## src/rtl/seg7_pkg.sv

```systemverilog
// Shared constants for the 4-digit 7-segment scan driver.
// Glyphs are active-high and ordered {g,f,e,d,c,b,a}.
package seg7_pkg;

  localparam int NUM_DIGITS = 4;

  localparam logic [6:0] SEG_0    = 7'h3F;
  localparam logic [6:0] SEG_1    = 7'h06;
  localparam logic [6:0] SEG_2    = 7'h5B;
  localparam logic [6:0] SEG_3    = 7'h4F;
  localparam logic [6:0] SEG_4    = 7'h66;
  localparam logic [6:0] SEG_5    = 7'h6D;
  localparam logic [6:0] SEG_6    = 7'h7D;
  localparam logic [6:0] SEG_7    = 7'h07;
  localparam logic [6:0] SEG_8    = 7'h7F;
  localparam logic [6:0] SEG_9    = 7'h6F;
  localparam logic [6:0] SEG_DASH = 7'h40;
  localparam logic [6:0] SEG_OFF  = 7'h00;

  // Bits needed to count 0..value-1; never less than one bit.
  function automatic int clog2(input int value);
    int w;
    w = 1;
    for (int i = 1; i < 31; i++) begin
      if ((1 << i) < value) w = i + 1;
    end
    return w;
  endfunction

endpackage

```

## src/rtl/bcd_to_seg7.sv

```systemverilog
// Combinational BCD-to-glyph decoder; non-BCD codes 10..15 render as a dash.
module bcd_to_seg7
  import seg7_pkg::*;
(
  input  logic [3:0] bcd,
  output logic [6:0] seg
);

  always_comb begin
    seg = SEG_DASH;
    case (bcd)
      4'd0:    seg = SEG_0;
      4'd1:    seg = SEG_1;
      4'd2:    seg = SEG_2;
      4'd3:    seg = SEG_3;
      4'd4:    seg = SEG_4;
      4'd5:    seg = SEG_5;
      4'd6:    seg = SEG_6;
      4'd7:    seg = SEG_7;
      4'd8:    seg = SEG_8;
      4'd9:    seg = SEG_9;
      default: seg = SEG_DASH;
    endcase
  end

endmodule

```

## src/rtl/seg7_scan_driver.sv

```systemverilog
// Multiplexed 4-digit common-anode display driver: one digit per refresh slot,
// per-frame snapshot of the BCD bus, leading-zero blanking and error dashes.
module seg7_scan_driver
  import seg7_pkg::*;
#(
  parameter int CLK_DIV    = 50000,
  parameter int BLANK_LZ   = 1,
  parameter int ACTIVE_LOW = 1
) (
  input  logic       clk,
  input  logic       reset,
  input  logic       en,
  input  logic [3:0] digit0,
  input  logic [3:0] digit1,
  input  logic [3:0] digit2,
  input  logic [3:0] digit3,
  input  logic [3:0] dp_sel,
  output logic [3:0] an,
  output logic [6:0] seg,
  output logic       dp,
  output logic       frame_done
);

  localparam int               CNT_W    = clog2(CLK_DIV);
  localparam logic [CNT_W-1:0] CNT_LAST = CNT_W'(CLK_DIV - 1);
  localparam logic             POL      = (ACTIVE_LOW != 0);
  localparam logic [3:0]       AN_IDLE  = {4{POL}};
  localparam logic [6:0]       SEG_IDLE = {7{POL}};
  localparam logic             DP_IDLE  = POL;

  logic [CNT_W-1:0]                cnt;
  logic                            tick;
  logic [1:0]                      idx;
  logic                            first;
  logic [NUM_DIGITS-1:0][3:0]      live_d;
  logic [NUM_DIGITS-1:0][3:0]      snap_d;
  logic [NUM_DIGITS-1:0][3:0]      src_d;
  logic [3:0]                      snap_dp;
  logic [3:0]                      src_dp;
  logic [NUM_DIGITS-1:0]           blank;
  logic                            zero_run;
  logic [3:0]                      cur;
  logic [6:0]                      glyph;
  logic [6:0]                      seg_h;

  assign live_d     = {digit3, digit2, digit1, digit0};
  assign tick       = en && (cnt == CNT_LAST);
  assign frame_done = tick && (idx == 2'd3);

  always_ff @(posedge clk or negedge reset) begin
    if (!reset) begin
      cnt <= '0;
      idx <= 2'd0;
    end else if (en) begin
      cnt <= tick ? '0 : cnt + 1'b1;
      if (tick) idx <= idx + 2'd1;
    end
  end

  // The bus is latched only at frame start (and right after reset) so a
  // counter update mid-frame can never mix old and new digits on the display.
  always_ff @(posedge clk or negedge reset) begin
    if (!reset) begin
      first   <= 1'b1;
      snap_d  <= '0;
      snap_dp <= '0;
    end else begin
      first <= 1'b0;
      if (first || frame_done) begin
        snap_d  <= live_d;
        snap_dp <= dp_sel;
      end
    end
  end

  // The very first slot after reset reads the live bus, which is what the
  // snapshot is capturing on that same edge.
  assign src_d  = first ? live_d : snap_d;
  assign src_dp = first ? dp_sel : snap_dp;
  assign cur    = src_d[idx];

  always_comb begin
    zero_run = 1'b1;
    blank    = '0;
    for (int i = NUM_DIGITS - 1; i >= 1; i--) begin
      zero_run = zero_run && (src_d[i] == 4'd0);
      blank[i] = (BLANK_LZ != 0) && zero_run;
    end
  end

  bcd_to_seg7 u_glyph (
    .bcd (cur),
    .seg (glyph)
  );

  assign seg_h = blank[idx] ? SEG_OFF : glyph;

  always_ff @(posedge clk or negedge reset) begin
    if (!reset) begin
      an  <= AN_IDLE;
      seg <= SEG_IDLE;
      dp  <= DP_IDLE;
    end else if (en) begin
      an  <= (4'b0001 << idx) ^ AN_IDLE;
      seg <= seg_h ^ SEG_IDLE;
      dp  <= src_dp[idx] ^ DP_IDLE;
    end else begin
      an  <= AN_IDLE;
      seg <= SEG_IDLE;
      dp  <= DP_IDLE;
    end
  end

endmodule
```

## config.mk

```make
export PLATFORM = sky130hd
export DESIGN_NAME = seg7_scan_driver
export DESIGN_NICKNAME = d
export VERILOG_FILES = /design/src/rtl/seg7_pkg.sv /design/src/rtl/bcd_to_seg7.sv /design/src/rtl/seg7_scan_driver.sv
export SDC_FILE = /design/constraint.sdc
export NUM_CORES = 1
export LEC_CHECK = 0
export CAP_MARGIN = 20
export CORE_MARGIN = 3
export CORE_UTILIZATION = 55
export DETAILED_ROUTE_END_ITERATION = 10
export PLACE_DENSITY = 0.8
export SLEW_MARGIN = 20
export SYNTH_ARGS = -nofsm -noshare
export SYNTH_HDL_FRONTEND = slang
export SYNTH_SLANG_ARGS = --single-unit
export TNS_END_PERCENT = 50
```

## constraint.sdc

```tcl
create_clock -name clk -period 2.7 [get_ports clk]
set_input_delay 0.27 -clock clk [delete_from_list [all_inputs] [get_ports clk]]
set_output_delay 0.27 -clock clk [all_outputs]
set_load 0.05 [all_outputs]
```

* Word level (Yosys, flattened, before mapping)
Memories as Yosys holds them, arrays and structs flattened.
Cells that the tools add are included.
** Storage, ports and cells
- Flip-flop bits (word level) :: 51
- Bits in latches :: 0
- Bits in writable memories :: 0
- Bits in read-only memories :: 112
- Output and inout port bits :: 13
- Word-level logic and storage cells :: 43
- Memories kept :: 1
** Operators by class
- Add/sub/neg operators :: 2
- Multipliers :: 0
- Divide/modulo/power cells :: 0
- Order comparisons :: 1
- Equal/unequal tests :: 2
- Shift-type cells :: 1
- Mux-type cells :: 13
- Bitwise logic cells :: 3
- Reduce and logical (&&, ||, !) cells :: 9
** Memory list
- (name not given) :: depth 16, width 7, rd ports 1, clocked after memory_dff 0, write ports 0, line bcd_to_seg7.sv:11 : case (bcd)
** Operator list (count)
- $mux W16 :: 2
- $add A16 B1 Y16 const B :: 1
- $eq A16 B16 Y1 const B :: 1
- $mux W7 :: 2
- $logic_not A4 Y1 :: 3
- $mux W4 :: 3
- $bmux W4 S2 :: 1
- $not A7 Y7 :: 1
- $bmux W1 S2 :: 2
- $logic_and A1 B1 Y1 :: 4
- $not A4 Y4 :: 1
- $shl A1 B2 Y4 const A :: 1
- $lt A2 B3 Y1 const B :: 1
- $mux W1 :: 3
- $add A2 B1 Y2 const B :: 1
- $eq A2 B2 Y1 const B :: 1
- $reduce_and A2 Y1 :: 1
- $logic_or A1 B1 Y1 :: 1
- $not A1 Y1 :: 1

* Longest topological paths before layout
- Word-level depth :: 9
- Mapped depth :: 10

* Hierarchy
A second synthesis with hierarchy kept.
** Unflattened totals
- Cell total of the unflattened synthesis :: 233
- Area, all modules :: 2808.9 sq um
** Modules (own cells, without submodules)
- seg7_scan_driver :: instances 1, cells each 204, area each 2576.2 sq um
- bcd_to_seg7 :: instances 1, cells each 29, area each 232.7 sq um

* Least setup slack after synthesis
Ideal clock, no wire load.
- Path kind :: reg-to-reg
- Start :: reg first
- End :: reg seg[3]
- Library setup time :: 0.106 ns
- Arrival :: 2.321 ns
- Slack :: 0.273 ns
- Cell stages (with the launch flop) :: 11
- Buffers on the path :: 2
- Clock period less this slack :: 2.427 ns
- Path through :: dfstp_2 -> buf_2 -> buf_2 -> mux4_2 -> nand2_1 -> and2_1 -> inv_1 -> ha_1 -> nand2b_1 -> a21oi_1 -> o21ai_0
** Between the ends
- Word-level cells in the longest chain between the ends :: 9
- Elaborated cells between the ends (all ways) :: 14
** Ends and longest elaborated chain
- from (decl) :: line seg7_scan_driver.sv:34 : logic first;
- from (signal assigned) :: line seg7_scan_driver.sv:64 : first <= 1'b1;
- from (signal assigned) :: line seg7_scan_driver.sv:68 : first <= 1'b0;
- $mux W16 (*) :: line seg7_scan_driver.sv:78 : assign src_d = first ? live_d : snap_d;
- branches (longest 5 deep; another with $mem_v2 Z16 W7)
- $mux W7 (*) :: line seg7_scan_driver.sv:96 : assign seg_h = blank[idx] ? SEG_OFF : glyph;
- $not A7 Y7 (no line) (*)
- $mux W7 (*) :: line seg7_scan_driver.sv:103 : end else if (en) begin
- to (signal assigned) :: line seg7_scan_driver.sv:105 : seg <= seg_h ^ SEG_IDLE;
- to (decl) :: line seg7_scan_driver.sv:19 : output logic [6:0] seg,
Every way passes the cells marked *. The select of a mux whose other input is x is not followed.
A chain may end at the register's enable or synchronous reset.

* Worst setup path in the final report
- Start :: reg cnt[12]
- End :: out frame_done
** Between the ends
- Word-level cells in the longest chain between the ends :: 3
** Ends and longest elaborated chain
- from (decl) :: line seg7_scan_driver.sv:31 : logic [CNT_W-1:0] cnt;
- from (signal assigned) :: line seg7_scan_driver.sv:55 : cnt <= tick ? '0 : cnt + 1'b1;
- $eq A16 B16 Y1 :: line seg7_scan_driver.sv:47 : assign tick = en && (cnt == CNT_LAST);
- $logic_and A1 B1 Y1 :: line seg7_scan_driver.sv:47
- $logic_and A1 B1 Y1 :: line seg7_scan_driver.sv:48 : assign frame_done = tick && (idx == 2'd3);
- to (decl) :: line seg7_scan_driver.sv:21 : output logic frame_done
Every way passes these cells.

==> reports/qor.yml <==
floorplanning:
  io_pins: 36
  dieHeight_um: 75.7
  initial_core_util_pct: 59.0
  core_area_mm2: 0.00453
  die_w_um: 75.7
  placementRows: 24
  dieArea_mm2: 0.00573
place:
  dp_hpwl_mm: 3.56
  port-buffer-count: 35
  place_congestion: 0.822
  place_area_mm2: 0.00310
  dp_cells: 313
synthesis:
  yosysWarnings: 0
  syn_avg_cell_area_um2: 12.4
  synth_edf_count: 0
  syn_nets: 250
  ys_ff_latch: 51
  synth_cell_types: 37
  ys_seq_area_share_pct: 48.3
  synthArstFlopShare_pct: 100
  syn-cell-area_mm2: 0.00267
  syn_inst: 216
  synth_ff_type: "dfrtp_1"
timing:
  clock_skew_ns: 0.00859
  min_period_ns: 2.51
  relSlewSlack_pct: 53.4
  fmaxAchievable_ghz: 0.398
  fin_crit_sh_pct: 93.1
  setup_tns_ns: 0
  hold_ws_ns: 0.420
  tightest_slew_ns: 0.693
  slew_viol_final: 0
  grt_setup_unrepaired: "no"
  setup_viol: 0
  finalHoldViolations: 0
worst_setup_path:
  arrival_ns: 2.24
  crit_path_max_fanout: 6
  worst-setup-path-type: "flip-flop to output port"
  slowest_delay_ns: 0.56
  path_delay_family: "simple AND/OR/NAND/NOR gates"
  worst-path-buf-inv: 1
  crit_required_ns: 2.43
  slowest_stage: "or4b_1"
  start_kind: "flip-flop"
  endpoint_kind: "output port"
  path_cells: "or4b_1 > nor4_2 > and3_2 > and2_1 > buf_12"
cts:
  post_cts_resized: 0
  htree_levels: 2
  cts_tree: "yes"
  clk_pin_slew_ns: 0.10
  insertion_delay_ns: 0.30
  cts_setup_buffers: 0
  cts_sinks: 51
  cts_buffer_depth: 2
  cts_root_buf: "clkbuf_8"
  cts_buffers: 5
power:
  leakagePower_nw: 1.41
  power_density_mw_per_mm2: 565
  vdd.ir_drop.worst_v: 0.000342
routing:
  firstDrtPassIters: 4
  drc: 0
  via_count: 1786
  initialDrtViolationCount: 102
  viasPerCell: 5.55
  antenna_left: 0
  wl_per_cell_um: 14.9
  routed_wl_mm: 4.80
job:
  cap_violations: 0
finish:
  fillers: 324
  final_layout_size_suffix_gt1_share_pct: 24.5
  multi_input_area_mm2: 0.00131
  final_nets: 290
  stdcell_area_mm2: 0.00323
  regArea_mm2: 0.00129
  diodes: 0
  areaGrowthSynthToFinish_pct: 20.7
  instances_no_fill: 322
global_route:
  grt_pass1_vias: 1727
  grt_max_degree: 35
  grt_first_pass_wirelength_mm: 7.95
  grt_usage_pct: 18.8
  grt-ovfl-total: 0
  antenna_found_initial: 0
run_status:
  status: "completed"
min_path:
  min_path_type: "primary input to async pin"
state kept, by name, indices dropped and copies added, names as in the netlist:
register / cells
cnt: 16
snap_d: 16
seg: 7
an: 4
snap_dp: 4
idx: 2
dp: 1
first: 1
power by group:
group	switching, W	internal (W)
combinational	0.000168	0.000177
clock	0.000251	0.000305
sequential	0.0000704	0.000852
path summary, 6_finish.rpt:
check | end | cells past startpoint | start | slack [ns]
worst max-delay path | frame_done | 5 | cnt[12] | 0.19
worst min-delay path | snap_d[0] | 2 | reset | 0.42
worst max register to register | seg[3] | 7 | first | 0.23
worst min register to register | cnt[13] | 1 | cnt[13] | 0.50
max in group asynchronous | an[2] | 3 | reset | 1.50
min in group clk | cnt[13] | 1 | cnt[13] | 0.50
cell families (layout without fill, tap and decap cells):
family	Yosys count	in the layout	synth area share (%)
compound gates	24	24	5.01
xor+xnor	12	12	3.93
fa+ha+maj	11	11	5.15
buf+inv	14	55	2.67
flops	51	51	48.3
mux	35	35	21.6
other cells	1	1	0.140
simple gates	68	68	13.1
metal layers:
layer / global-route usage (%) / wire length [um]
met4: 8.35 / 86
met3: 2.77 / 150
met5: 0 / 0
met2: 31.1 / 2440
met1: 24.5 / 2120
through the flow:
| step | power (W) | setup slack [ns] | utilization (%) |
|---|---|---|---|
| floorplan | 0.00116 | 0.273 | - |
| global placement | 0.00127 | 0.325 | 68.3 |
| detailed placement | 0.00128 | 0.250 | 68.3 |
| CTS | 0.00184 | 0.171 | 71.2 |
| global route | 0.00191 | 0.0197 | 71.2 |
| finish | 0.00182 | 0.186 | 71.2 |
placed cells by master, fill, tap and decap left out, types with 4 or more instances in the layout:
| cell | instances |
|---|---|
| nor4_1 | 5 |
| mux4_2 | 10 |
| nand2_1 | 26 |
| xnor2_1 | 8 |
| xor2_1 | 4 |
| buf_4 | 4 |
| clkdlybuf4s50_1 | 33 |
| ha_1 | 11 |
| inv_1 | 6 |
| and2_1 | 4 |
| clkbuf_8 | 6 |
| nor2_1 | 7 |
| dfrtp_1 | 38 |
| nand3_1 | 6 |
| dfstp_2 | 13 |
| o21ai_0 | 12 |
| nand2b_1 | 4 |
| mux2_4 | 20 |
| a21oi_1 | 7 |
Yosys cell counts, drive strengths merged (4+ instances only):
cell	n	area, um^2
nor2	7	26.3
xnor2	8	70.1
dfrtp	38	951
xor2	4	35.0
nor4	6	43.8
nand3	6	30.0
o21ai	12	60.1
buf	5	37.5
and2	4	25.0
ha	11	138
nand2b	4	25.0
mux4	10	225
mux2	22	323
dfstp	13	342
a21oi	8	43.8
nand2	26	97.6
inv	7	26.3
area by class of cell:
class	count	area share (%)
Clock buffer	6	2.56
Clock inverter	2	1.20
Inverter	7	0.814
Multi-Input combinational cell	151	40.6
Sequential cell	51	40.1
Tap cell	65	2.52
Timing Repair Buffer	40	12.3
timing repair:
| item | CTS | global route |
|---|---|---|
| endpoints found under the setup margin | 0 | 0 |
| endpoints found under the hold margin | 15 | 0 |
| hold buffers | 1 | 0 |
Power figures use the tool's default switching activity.
==> edit 1: new RTL, same flow settings <==
Change the parameter `CLK_DIV` from 50000 to 25000.
--- a/src/rtl/seg7_scan_driver.sv
+++ b/src/rtl/seg7_scan_driver.sv
@@ -3,7 +3,7 @@
 module seg7_scan_driver
   import seg7_pkg::*;
 #(
-  parameter int CLK_DIV    = 50000,
+  parameter int CLK_DIV    = 25000,
   parameter int BLANK_LZ   = 1,
   parameter int ACTIVE_LOW = 1
 ) (
Formal check against the unedited RTL: same outputs for any inputs over 10 cycles, from zero or initial values and one cycle with reset low; that may be too few to reach the edited logic, so the function may still have changed.
==> edit 1 against the unedited design <==
- area after synthesis fell by 0.19%
- register-to-register slack gained 0.17 ns
- final area shrank 1.4%
- routed wire length is 4.9% lower
- critical path depth did not move
- worst setup slack gained 0.19 ns
- total power down 6.4%
- clock power fell by 21%
- final cell count fell by 4.7%
- sequential cell count down 1
==> edit 1: results (changes against the unedited design) <==
stage	metric	value	unit	change
logic_synthesis	yosys.area_share.adder	5.16	%	was 5.15%
timing	worst_hold_slack	0.496	ns	was 0.420 ns
logic_synthesis	yosysSeqAreaShare	47.5	%	was 48.3%
timing	relSlewSlack	62.3	%	was 53.4%
power	seq_cell_power	909	uW	was 922 uW
placed_design	dp_cells	298		was 313
power	ir_drop	0.000256	V	was 0.000342 V
run_status	status	complete, no violations		unchanged
grt	met2_usage	28.0	%	was 31.1%
critical_path	slowest_stage	or4_4		was or4b_1
logic_synthesis	synthMuxAreaShare	21.7	%	was 21.6%
critical_path	max_stage_delay	0.53	ns	was 0.56 ns
logic_synthesis	synth_compound_area_share	4.97	%	was 5.01%
logic_synthesis	synth_common_cells	dfrtp_1 (37), nand2_1 (23), mux2_4 (20)		was dfrtp_1 (38), nand2_1 (26), mux2_4 (20)
route	wl_met1	2170	um	was 2120 um
route	avgRoutedWirePerCell	14.9	um	about the same
route	viasPerCell	5.59		was 5.55
grt	grt_pass1_wl	7750	um	was 7950 um
critical_path	r2r_cells	8		was 7
grt	grt_usage	18.1	%	was 18.8%
placed_design	hpwl	3360	um	was 3560 um
logic_synthesis	avgSynthCellArea	12.5	sq um	was 12.4 sq um
route	met2_length	2150	um	was 2440 um
critical_path	cp_data_arrival_time	2.05	ns	was 2.24 ns
finish	drive_gt1_share	25.9	%	was 24.5%
route	wl_met3	168	um	was 150 um
timing	clock_skew	0.00932	ns	was 0.00859 ns
grt	grt_pass1_vias	1672		was 1727
logic_synthesis	synth_xor_area_share	3.94	%	was 3.93%
grt	grt_max_degree	48		was 35
==> edit 1: worst max path at each step <==
stage / end / slack, ns / from
floorplan: seg[3] / 0.35 / first
global placement: seg[3] / 0.43 / first
detailed placement: seg[3] / 0.40 / first
CTS: frame_done / 0.36 / cnt[3]
global route: seg[3] / 0.25 / first
finish: frame_done / 0.38 / cnt[3]
==> edit 1: cell type report <==
cell class	instances	area, sq um
multi-input combinational	150	1330
fill	316	1320
inverter	7	26.3
timing repair buffer	40	398
clock inverter	1	5.00
sequential	50	1270
tap	52	65.1
clock buffer	7	86.3
==> edit 1: worst reg2reg max path, cell delays in order (launching register included) <==
cell and delay, ns:
dfstp_2 0.70, mux4_2 0.55, nand2_1 0.08, and2_1 0.21, inv_1 0.11, ha_1 0.19
nand2b_1 0.15, a21oi_1 0.16, o21ai_1 0.08
==> edit 1: timing repair <==
| item | 4_1_cts | 5_1_grt |
|---|---|---|
| hold buffers | 0 | 1 |
| hold endpoints to repair | 0 | 9 |
| resized for setup | 0 | 0 |
==> edit 2: new RTL, config.mk and constraints unchanged <==
Made on the original files. Register the output `frame_done`, cleared by the reset; this adds one clock of latency there. The other outputs are not delayed to match.
--- a/src/rtl/seg7_scan_driver.sv
+++ b/src/rtl/seg7_scan_driver.sv
@@ -28,6 +28,8 @@
   localparam logic [6:0]       SEG_IDLE = {7{POL}};
   localparam logic             DP_IDLE  = POL;
 
+  logic frame_done_d;
+
   logic [CNT_W-1:0]                cnt;
   logic                            tick;
   logic [1:0]                      idx;
@@ -45,7 +47,7 @@
 
   assign live_d     = {digit3, digit2, digit1, digit0};
   assign tick       = en && (cnt == CNT_LAST);
-  assign frame_done = tick && (idx == 2'd3);
+  assign frame_done_d = tick && (idx == 2'd3);
 
   always_ff @(posedge clk or negedge reset) begin
     if (!reset) begin
@@ -66,7 +68,7 @@
       snap_dp <= '0;
     end else begin
       first <= 1'b0;
-      if (first || frame_done) begin
+      if (first || frame_done_d) begin
         snap_d  <= live_d;
         snap_dp <= dp_sel;
       end
@@ -111,4 +113,12 @@
     end
   end
 
+  always_ff @(posedge clk or negedge reset) begin
+    if (!reset) begin
+      frame_done <= '0;
+    end else begin
+      frame_done <= frame_done_d;
+    end
+  end
+
 endmodule
Check against the original RTL: no difference found for any inputs over 10 cycles, from zero or initial values and one cycle with reset low; that may be too few to reach the edited logic, so the function may still have changed.
==> edit 2 against the unedited design <==
- sequential cell count grew 1
- worst setup slack gained 0.16 ns
- register-to-register slack gained 0.11 ns
- final area grew 1.5%
- clock skew grew 0.0023 ns
- synthesized cell count grew 0.93%
- largest power group unchanged
- total power grew 8.0%
- area after synthesis grew 1.7%
- sequential share of layout area grew 0.17 points
- routed wire length grew 6.2%
- critical path type is now reg -> reg
==> edit 2: results (changes against the unedited design) <==
stage	metric	value	unit	change
placed_design	gp_congestion	0.798		was 0.822
grt	grt_antenna_before_repair	0		unchanged
finish	reg_top3	cnt x16, snap_d x16, seg x7		unchanged
timing	clock_skew	0.0109	ns	was 0.00859 ns
logic_synthesis	synth_nets	252		was 250
power	powerDensity	601	nW/um^2	was 565 nW/um^2
logic_synthesis	synth_common_cells	dfrtp_1 (39), nand2_1 (27), mux2_4 (20)		was dfrtp_1 (38), nand2_1 (26), mux2_4 (20)
logic_synthesis	yosysSeqAreaShare	48.5	%	was 48.3%
clocking	clkTransAtPathRegs	0.09	ns	
timing	max_freq	425	MHz	was 398 MHz
timing	worst_hold_slack	0.432	ns	was 0.420 ns
run_status	status	complete, no violations		unchanged
grt	use_met1	25.4	%	was 24.5%
grt	grt_usage	19.2	%	was 18.8%
route	wl_met1	2380	um	was 2120 um
critical_path	cp_max_fo	16		was 6
critical_path	r2r-start	first		unchanged
critical_path	slowest_stage	dfstp_2		was or4b_1
critical_path	cp_data_arrival_time	2.58	ns	was 2.24 ns
timing	relSlewSlack	65.4	%	was 53.4%
finish	fill_cells	331		was 324
route	wl_met3	205	um	was 150 um
logic_synthesis	synth_xor_area_share	4.51	%	was 3.93%
finish	nets	292		was 290
hold_path	hp-class	in -> async		unchanged
critical_path	crit_path_end	seg[2]		was frame_done
clocking	root_buffer	clkbuf_8		unchanged
critical_path	r2r_cells	8		was 7
logic_synthesis	synth_compound_area_share	4.05	%	was 5.01%
route	finalWirelength	5100	um	was 4800 um
route	vias	1775		was 1786
power	p_leak	0.00146	uW	was 0.00141 uW
placed_design	dp_cells	315		was 313
route	viasPerCell	5.48		was 5.55
placed_design	place_area	3130	sq um	was 3100 sq um
logic_synthesis	synth-main-ff-cell	dfrtp_1		unchanged
logic_synthesis	synthTopCellsByArea	dfrtp_1 (36%), dfstp_2 (13%), mux2_4 (11%)		unchanged
grt	met2_usage	31.5	%	was 31.1%
placed_design	hpwl	3640	um	was 3560 um
critical_path	cpLargestDelayFamily	flip-flops		was simple AND/OR/NAND/NOR gates
logic_synthesis	synthMuxAreaShare	21.6	%	about the same
grt	met3_usage	4.37	%	was 2.77%
critical_path	max_stage_delay	0.83	ns	was 0.56 ns
grt	grt_pass1_wl	8940	um	was 7950 um
grt	grt_max_degree	32		was 35
logic_synthesis	yosys.area_share.adder	5.06	%	was 5.15%
logic_synthesis	avgSynthCellArea	12.5	sq um	was 12.4 sq um
route	met2_length	2440	um	about the same
route	drt_iter0_drc	49		was 102
logic_synthesis	yosys_warnings	0		unchanged
finish	drive_gt1_share	23.6	%	was 24.5%
power	ir_drop	0.000272	V	was 0.000342 V
critical_path	worstSetupPathType	reg -> reg		was reg -> out
logic_synthesis	synth_cell_type_count	41		was 37
route	highest_layer	met4		unchanged
placed_design	dp_slack	0.355	ns	was 0.250 ns
placed_design	numPortBuffers	35		unchanged
==> edit 2: cell count changes after synthesis, sizes merged, moves of 2 or more <==
cell / unedited run / this run
a21oi: 8 / 2
nor2: 7 / 13
o21ai: 12 / 6
and4: 2 / 0
mux2i: 3 / 5
nand2b: 4 / 2
o21a: 0 / 2
xnor2: 8 / 10
==> edit 2: cell type report <==
cell class | count | area (sq um) | area share (%)
clock buffers | 6 | 72.6 | 2.22
clock inverters | 2 | 60.1 | 1.83
inverters | 8 | 30.0 | 0.917
multi-input cells | 150 | 1320 | 40.3
flip-flops and latches | 52 | 1320 | 40.2
well taps | 65 | 81.3 | 2.48
repair buffers | 41 | 393 | 12.0
==> edit 2: what timing repair did <==
item	4_1_cts	5_1_grt
setup buffers	0	0
hold endpoints to repair	12	0
hold buffers	1	0
==> edit 2: power breakdown <==
part | internal, uW | switching [uW]
registers | 879 | 71.0
logic | 207 | 202
clock network | 370 | 241
